<file path="config.mk">
export PLATFORM = sky130hd
export DESIGN_NAME = uart_tx_buffered
export DESIGN_NICKNAME = d
export VERILOG_FILES = /design/src/rtl/uart_pkg.sv /design/src/rtl/uart_tx_buffered_fifo.sv /design/src/rtl/uart_tx_buffered.sv
export SDC_FILE = /design/constraint.sdc
export NUM_CORES = 1
export LEC_CHECK = 0
export ABC_AREA = 1
export CORE_MARGIN = 2
export CORE_UTILIZATION = 50
export DETAILED_ROUTE_END_ITERATION = 6
export HOLD_SLACK_MARGIN = 0.15
export PLACE_DENSITY = 0.7
export SLEW_MARGIN = 15
export SYNTH_ARGS = -nofsm -noshare
export SYNTH_HDL_FRONTEND = slang
export SYNTH_SLANG_ARGS = --single-unit
</file>
<file path="constraint.sdc">
create_clock -name CLK_TX -period 7.33 [get_ports CLK_TX]
set_clock_uncertainty 0.15 [all_clocks]
set_input_delay 2.199 -clock CLK_TX [delete_from_list [all_inputs] [get_ports CLK_TX]]
set_output_delay 2.199 -clock CLK_TX [all_outputs]
set_load 0.02 [all_outputs]
</file>
<file path="src/rtl/uart_pkg.sv">
// Shared definitions for the buffered UART transmitter.
//   tx_state_e      : frame FSM states
//   PAR_EVEN/PAR_ODD: encodings of the PAR_TYP input
//   DATA_WIDTH_MIN/MAX : legal word width bounds
//   parity_bit()    : parity of a word, zero-extended to DATA_WIDTH_MAX
package uart_pkg;

  typedef enum logic [2:0] {
    ST_IDLE   = 3'd0,
    ST_START  = 3'd1,
    ST_DATA   = 3'd2,
    ST_PARITY = 3'd3,
    ST_STOP1  = 3'd4,
    ST_STOP2  = 3'd5
  } tx_state_e;

  localparam logic PAR_EVEN = 1'b0;
  localparam logic PAR_ODD  = 1'b1;

  localparam int DATA_WIDTH_MIN = 5;
  localparam int DATA_WIDTH_MAX = 9;

  // Even parity is the XOR of the word; odd parity is its inverse, so the
  // PAR_TYP encoding can be XORed in directly.
  function automatic logic parity_bit(input logic [DATA_WIDTH_MAX-1:0] word,
                                      input logic                      par_typ);
    return (^word) ^ (par_typ == PAR_ODD);
  endfunction

endpackage

</file>
<file path="src/rtl/uart_tx_buffered_fifo.sv">
// Synchronous FIFO feeding the UART transmitter.
//   clk, rst_n        : clock, synchronous active-low reset
//   push, push_data   : write request and word (ignored while full)
//   pop, pop_data     : read request (ignored while empty), head word
//   full, empty, count: occupancy status; full is registered
module uart_tx_fifo #(
  parameter  int DATA_WIDTH = 8,
  parameter  int FIFO_DEPTH = 4,
  localparam int AW         = $clog2(FIFO_DEPTH),
  localparam int CW         = AW + 1
) (
  input  logic                  clk,
  input  logic                  rst_n,
  input  logic                  push,
  input  logic [DATA_WIDTH-1:0] push_data,
  input  logic                  pop,
  output logic [DATA_WIDTH-1:0] pop_data,
  output logic                  full,
  output logic                  empty,
  output logic [CW-1:0]         count
);

  logic [DATA_WIDTH-1:0] mem_r [FIFO_DEPTH];
  logic [AW-1:0]         wr_ptr_r;
  logic [AW-1:0]         rd_ptr_r;
  logic [CW-1:0]         count_r;
  logic                  full_r;
  logic                  push_ok_s;
  logic                  pop_ok_s;
  logic [CW-1:0]         count_next_s;

  assign push_ok_s = push && !full_r;
  assign pop_ok_s  = pop && (count_r != {CW{1'b0}});
  assign pop_data  = mem_r[rd_ptr_r];
  assign full      = full_r;
  assign empty     = (count_r == {CW{1'b0}});
  assign count     = count_r;

  // Occupancy update; simultaneous push and pop leave the count unchanged.
  always_comb begin
    count_next_s = count_r;
    if (push_ok_s && !pop_ok_s) begin
      count_next_s = count_r + CW'(1);
    end else if (pop_ok_s && !push_ok_s) begin
      count_next_s = count_r - CW'(1);
    end else begin
      count_next_s = count_r;
    end
  end

  // Pointers, count and registered full flag.
  always_ff @(posedge clk) begin
    if (!rst_n) begin
      wr_ptr_r <= {AW{1'b0}};
      rd_ptr_r <= {AW{1'b0}};
      count_r  <= {CW{1'b0}};
      full_r   <= 1'b0;
    end else begin
      if (push_ok_s) wr_ptr_r <= wr_ptr_r + AW'(1);
      if (pop_ok_s)  rd_ptr_r <= rd_ptr_r + AW'(1);
      count_r <= count_next_s;
      full_r  <= (count_next_s == CW'(FIFO_DEPTH));
    end
  end

  // Storage array; contents need no reset since the pointers gate reads.
  always_ff @(posedge clk) begin
    if (push_ok_s) mem_r[wr_ptr_r] <= push_data;
  end

endmodule

</file>
<file path="src/rtl/uart_tx_buffered.sv">
// Buffered UART transmitter: words enter a FIFO through a valid/ready
// handshake and are sent LSB-first with optional parity and 1 or 2 stops.
//   CLK_TX, RST_TX            : clock, synchronous active-low reset
//   P_DATA_TX, DATA_VALID_TX  : word and write request
//   DATA_READY_TX             : FIFO not full
//   PAR_EN, PAR_TYP, STOP2    : frame format, latched when a word is popped
//   PRESCALE                  : clocks per bit (0 behaves as 1), latched per frame
//   TX_OUT, Busy, FIFO_COUNT  : serial line, frame in progress, FIFO occupancy
module uart_tx_buffered
  import uart_pkg::*;
#(
  parameter int DATA_WIDTH     = 8,
  parameter int FIFO_DEPTH     = 4,
  parameter int PRESCALE_WIDTH = 16
) (
  input  logic                        CLK_TX,
  input  logic                        RST_TX,
  input  logic [DATA_WIDTH-1:0]       P_DATA_TX,
  input  logic                        DATA_VALID_TX,
  output logic                        DATA_READY_TX,
  input  logic                        PAR_EN,
  input  logic                        PAR_TYP,
  input  logic                        STOP2,
  input  logic [PRESCALE_WIDTH-1:0]   PRESCALE,
  output logic                        TX_OUT,
  output logic                        Busy,
  output logic [$clog2(FIFO_DEPTH):0] FIFO_COUNT
);

  localparam int                      BW        = (DATA_WIDTH > 1) ? $clog2(DATA_WIDTH) : 1;
  localparam logic [BW-1:0]           LAST_BIT  = BW'(DATA_WIDTH - 1);
  localparam logic [PRESCALE_WIDTH-1:0] PRESC_ONE = PRESCALE_WIDTH'(1);

  tx_state_e                 state_r, state_next_s;
  logic [PRESCALE_WIDTH-1:0] cnt_r, cnt_next_s;
  logic [PRESCALE_WIDTH-1:0] presc_r, presc_next_s;
  logic [BW-1:0]             bit_r, bit_next_s;
  logic [DATA_WIDTH-1:0]     shift_r, shift_next_s;
  logic                      par_en_r, par_en_next_s;
  logic                      par_bit_r, par_bit_next_s;
  logic                      stop2_r, stop2_next_s;
  logic                      tx_r, tx_next_s;
  logic                      busy_r;
  logic                      bit_done_s;
  logic                      frame_end_s;
  logic                      pop_s;
  logic [DATA_WIDTH-1:0]     fifo_data_s;
  logic                      fifo_full_s;
  logic                      fifo_empty_s;

  uart_tx_fifo #(
    .DATA_WIDTH(DATA_WIDTH),
    .FIFO_DEPTH(FIFO_DEPTH)
  ) u_fifo (
    .clk       (CLK_TX),
    .rst_n     (RST_TX),
    .push      (DATA_VALID_TX),
    .push_data (P_DATA_TX),
    .pop       (pop_s),
    .pop_data  (fifo_data_s),
    .full      (fifo_full_s),
    .empty     (fifo_empty_s),
    .count     (FIFO_COUNT)
  );

  assign DATA_READY_TX = !fifo_full_s;
  assign TX_OUT        = tx_r;
  assign Busy          = busy_r;

  // Last cycle of the current bit period.
  assign bit_done_s = (cnt_r == presc_r - PRESC_ONE);

  // Next-state, counters, shift register and frame-format latching.
  always_comb begin
    state_next_s   = state_r;
    cnt_next_s     = cnt_r;
    bit_next_s     = bit_r;
    shift_next_s   = shift_r;
    presc_next_s   = presc_r;
    par_en_next_s  = par_en_r;
    par_bit_next_s = par_bit_r;
    stop2_next_s   = stop2_r;
    frame_end_s    = 1'b0;
    pop_s          = 1'b0;

    if (state_r == ST_IDLE || bit_done_s) begin
      cnt_next_s = {PRESCALE_WIDTH{1'b0}};
    end else begin
      cnt_next_s = cnt_r + PRESC_ONE;
    end

    case (state_r)
      ST_IDLE: begin
        pop_s = !fifo_empty_s;
      end
      ST_START: begin
        if (bit_done_s) state_next_s = ST_DATA;
        else            state_next_s = ST_START;
      end
      ST_DATA: begin
        if (bit_done_s) begin
          shift_next_s = {1'b0, shift_r[DATA_WIDTH-1:1]};
          if (bit_r == LAST_BIT) begin
            bit_next_s   = {BW{1'b0}};
            state_next_s = par_en_r ? ST_PARITY : ST_STOP1;
          end else begin
            bit_next_s   = bit_r + BW'(1);
          end
        end else begin
          state_next_s = ST_DATA;
        end
      end
      ST_PARITY: begin
        if (bit_done_s) state_next_s = ST_STOP1;
        else            state_next_s = ST_PARITY;
      end
      ST_STOP1: begin
        if (bit_done_s && stop2_r) state_next_s = ST_STOP2;
        else                       frame_end_s  = bit_done_s;
      end
      ST_STOP2: begin
        frame_end_s = bit_done_s;
      end
      default: begin
        state_next_s = ST_IDLE;
      end
    endcase

    // A frame that ends with data waiting chains straight into the next start bit.
    if (frame_end_s) begin
      pop_s        = !fifo_empty_s;
      state_next_s = ST_IDLE;
    end else begin
      state_next_s = state_next_s;
    end

    if (pop_s) begin
      state_next_s   = ST_START;
      cnt_next_s     = {PRESCALE_WIDTH{1'b0}};
      bit_next_s     = {BW{1'b0}};
      shift_next_s   = fifo_data_s;
      presc_next_s   = (PRESCALE == {PRESCALE_WIDTH{1'b0}}) ? PRESC_ONE : PRESCALE;
      par_en_next_s  = PAR_EN;
      par_bit_next_s = parity_bit(DATA_WIDTH_MAX'(fifo_data_s), PAR_TYP);
      stop2_next_s   = STOP2;
    end else begin
      presc_next_s   = presc_r;
    end
  end

  // Line level for the state being entered, so TX_OUT is registered yet aligned.
  always_comb begin
    tx_next_s = 1'b1;
    case (state_next_s)
      ST_IDLE:   tx_next_s = 1'b1;
      ST_START:  tx_next_s = 1'b0;
      ST_DATA:   tx_next_s = shift_next_s[0];
      ST_PARITY: tx_next_s = par_bit_next_s;
      ST_STOP1:  tx_next_s = 1'b1;
      ST_STOP2:  tx_next_s = 1'b1;
      default:   tx_next_s = 1'b1;
    endcase
  end

  // Frame state registers; reset abandons any frame in progress.
  always_ff @(posedge CLK_TX) begin
    if (!RST_TX) begin
      state_r   <= ST_IDLE;
      cnt_r     <= {PRESCALE_WIDTH{1'b0}};
      presc_r   <= PRESC_ONE;
      bit_r     <= {BW{1'b0}};
      shift_r   <= {DATA_WIDTH{1'b0}};
      par_en_r  <= 1'b0;
      par_bit_r <= 1'b0;
      stop2_r   <= 1'b0;
      tx_r      <= 1'b1;
      busy_r    <= 1'b0;
    end else begin
      state_r   <= state_next_s;
      cnt_r     <= cnt_next_s;
      presc_r   <= presc_next_s;
      bit_r     <= bit_next_s;
      shift_r   <= shift_next_s;
      par_en_r  <= par_en_next_s;
      par_bit_r <= par_bit_next_s;
      stop2_r   <= stop2_next_s;
      tx_r      <= tx_next_s;
      busy_r    <= (state_next_s != ST_IDLE);
    end
  end

endmodule

</file>
==> summary.txt <==
status = completed
Fin Hold WS = 0.328 ns
vias in the first global route = 3,830
Vias per Instance = 5.11
synth top area cells = dfxtp_1 (26%), edfxtp_1 (20%), nand2_1 (11%)
most frequent cells in the layout = nand2_1 (145), nor2_1 (92), inv_1 (63)
Seq cells post-synth = 93
max-slew violations = 0
Util after Layout = 58.1%
CTS tree = done
WS Path Type = primary input to register
Yosys top cell area share = 25.8%
Root Buffer = clkbuf_8
Die Wd = 101 um
initial antenna violation count = 0
CTS resizes = 0
biggest area consumer among synthesized cells = dfxtp_1
Core Area = 9240 sq um
die area = 10,300 sq um
Fmax = 246 MHz
first-pass GRT wire length = 17,500 um
Req. time, crit path = 7.45 ns
Vert. Die Dim = 101 um
minimum clock period = 4.07 ns
Pwr per Cell Area = 389 nW/um^2
# DRC = 0
CP Max Fanout = 22
CTS clk-pin slew, worst paths = 0.10 ns
Rows = 35
crit end category = register
Post-Layout Cell Count = 779
filler cell count = 877
Worst slew margin = 44.2%
Num CTS Buffers = 9
Power, Total = 2.09 mW
GR Overflow Total = 0
Routed WL = 10,300 um
max_cap viols = 0
crit-path cells = clkdlybuf4s50_1 -> inv_1 -> a21oi_1 -> nand2_1 -> inv_1 -> nand2_1
drt initial violations = 163
Worst EP arrival = 4.19 ns
Synth cell types = 37
Mapped Nets = 657
leak pwr = 2.22 nW
Final Hold Fails = 0
Storage cell area = 2180 sq um
CP startpoint kind = primary input
starting density of the core = 51.3%
register area share after synthesis = 46.0%
ANT cells = 0
leading cell type in the layout, fill and taps excluded = nand2_1
Worst Max-Slew Pin Slew = 0.834 ns
clock sink total = 93
DR WL/cell = 13.2 um
Max Buffers Root-to-Sink = 2
PortBufs = 35
Setup Buffers After CTS = 0
share of cells above drive strength 1 = 4.62%
Syn Std Cell Area = 4740 sq um
Buf/Inv on CP = 3
crit-path leading delay family = buffers and inverters
final period utilization = 55.5%
Final Wtd Congestion = 0.937
Area Growth Syn to Fin = 13.2%
critical path's largest stage delay = 1.02 ns
worst vdd ir = 0.265 mV
Nets = 686
Via Count = 3,983
Synthesis Warnings = 0
syn avg cell area = 7.70 sq um
pin count of the biggest net entering global routing = 34
RSZ-0062 raised after global routing = false
Final ANT Viol Nets = 0
final setup TNS = 0 ns
Syn Inst Count = 616
First-pass DRT Iterations = 5
Detail Placement HPWL = 7660 um
Total Routing Usage GR = 21.6%
num ports = 36
Clock Latency Late Sink = 0.37 ns
Hold Buf Count CTS = 0
crit path max-delay cell type = clkdlybuf4s50_1
footprint of the multi-input gates = 2230 sq um
CTS H-tree lvls = 3
worst min path class = register to register
cell count after placement = 763
final setup vio count = 0
## synth_stat cells (all sizes together)
master,number
or2,1
edfxtp,32
nor4,6
nand4,6
nor3b,5
o22ai,5
o21ai,32
a31oi,2
buf,8
xnor2,9
clkbuf,9
a21oi,27
nand3b,2
nor2,97
xor2,19
a211oi,2
nand2,150
o211ai,1
inv,64
nor3,7
a32o,3
a21o,2
nand3,52
o22a,3
ha,11
dfxtp,61
## path summary, 6_finish.rpt
kind	from	endpoint	depth (start not counted)	slack (ns)
worst max-delay path	RST_TX	TX_OUT$_SDFF_PN1_	6	3.26
worst min-delay path	bit_r[2]$_SDFFE_PP0P_	bit_r[2]$_SDFFE_PP0P_	2	0.33
worst max register to register	presc_r[0]$_SDFFE_PN1N_	TX_OUT$_SDFF_PN1_	19	3.88
worst min register to register	bit_r[2]$_SDFFE_PP0P_	bit_r[2]$_SDFFE_PP0P_	2	0.33
## stage by stage
step | setup WS (ns) | cell area (sq um)
floorplan | 3.96 | 4740
global placement | 2.87 | 5160
detailed placement | 2.85 | 5160
CTS | 3.24 | 5370
global route | 3.04 | 5370
finish | 3.26 | 5370
## per-layer routing
layer / track usage (%) / part of all wire, %
met3: 3.59 / 3.4
met1: 25.9 / 45
met5: 0 / 0
met4: 8.00 / 1.7
met2: 38.8 / 50
## cells by family after synthesis
| logic type | Yosys count | share of synthesized area (%) |
|---|---|---|
| DFF | 93 | 46.0 |
| buffers and inverters | 81 | 6.97 |
| adders and majority gates | 11 | 2.90 |
| xor gates and xnor gates | 28 | 5.17 |
| AOI/OAI and AO/OA | 77 | 9.13 |
| and+or+nand+nor | 326 | 29.8 |
## state kept, by name (all words and copies together), names as in the netlist, 3 cells and up, named ones only
register,flops
bit_r,3
cnt_r,16
presc_r,16
shift_r,8
state_r,3
u_fifo.count,3
u_fifo.mem_r,32
## worst min-delay path: stages (launching register included)
cell,delay [ns]
dfxtp_1,0.33
nand2_1,0.06
a21oi_1,0.06
## area by class of cell
type / count / share of cell area, %
multi-input cells: 442 / 41.5
flip-flops and latches: 93 / 40.6
repair buffers: 35 / 6.52
inverters: 64 / 4.47
well taps: 129 / 3.01
clock buffers: 9 / 2.31
clock inverters: 7 / 1.54
## where the power goes
part	leakage [nW]	internal (mW)	switching, mW
clock network	0.0980	0.162	0.196
registers	0.792	0.638	0.0827
logic	1.33	0.352	0.657
total	2.22	1.15	0.936
(Power assumes the default switching activity.)
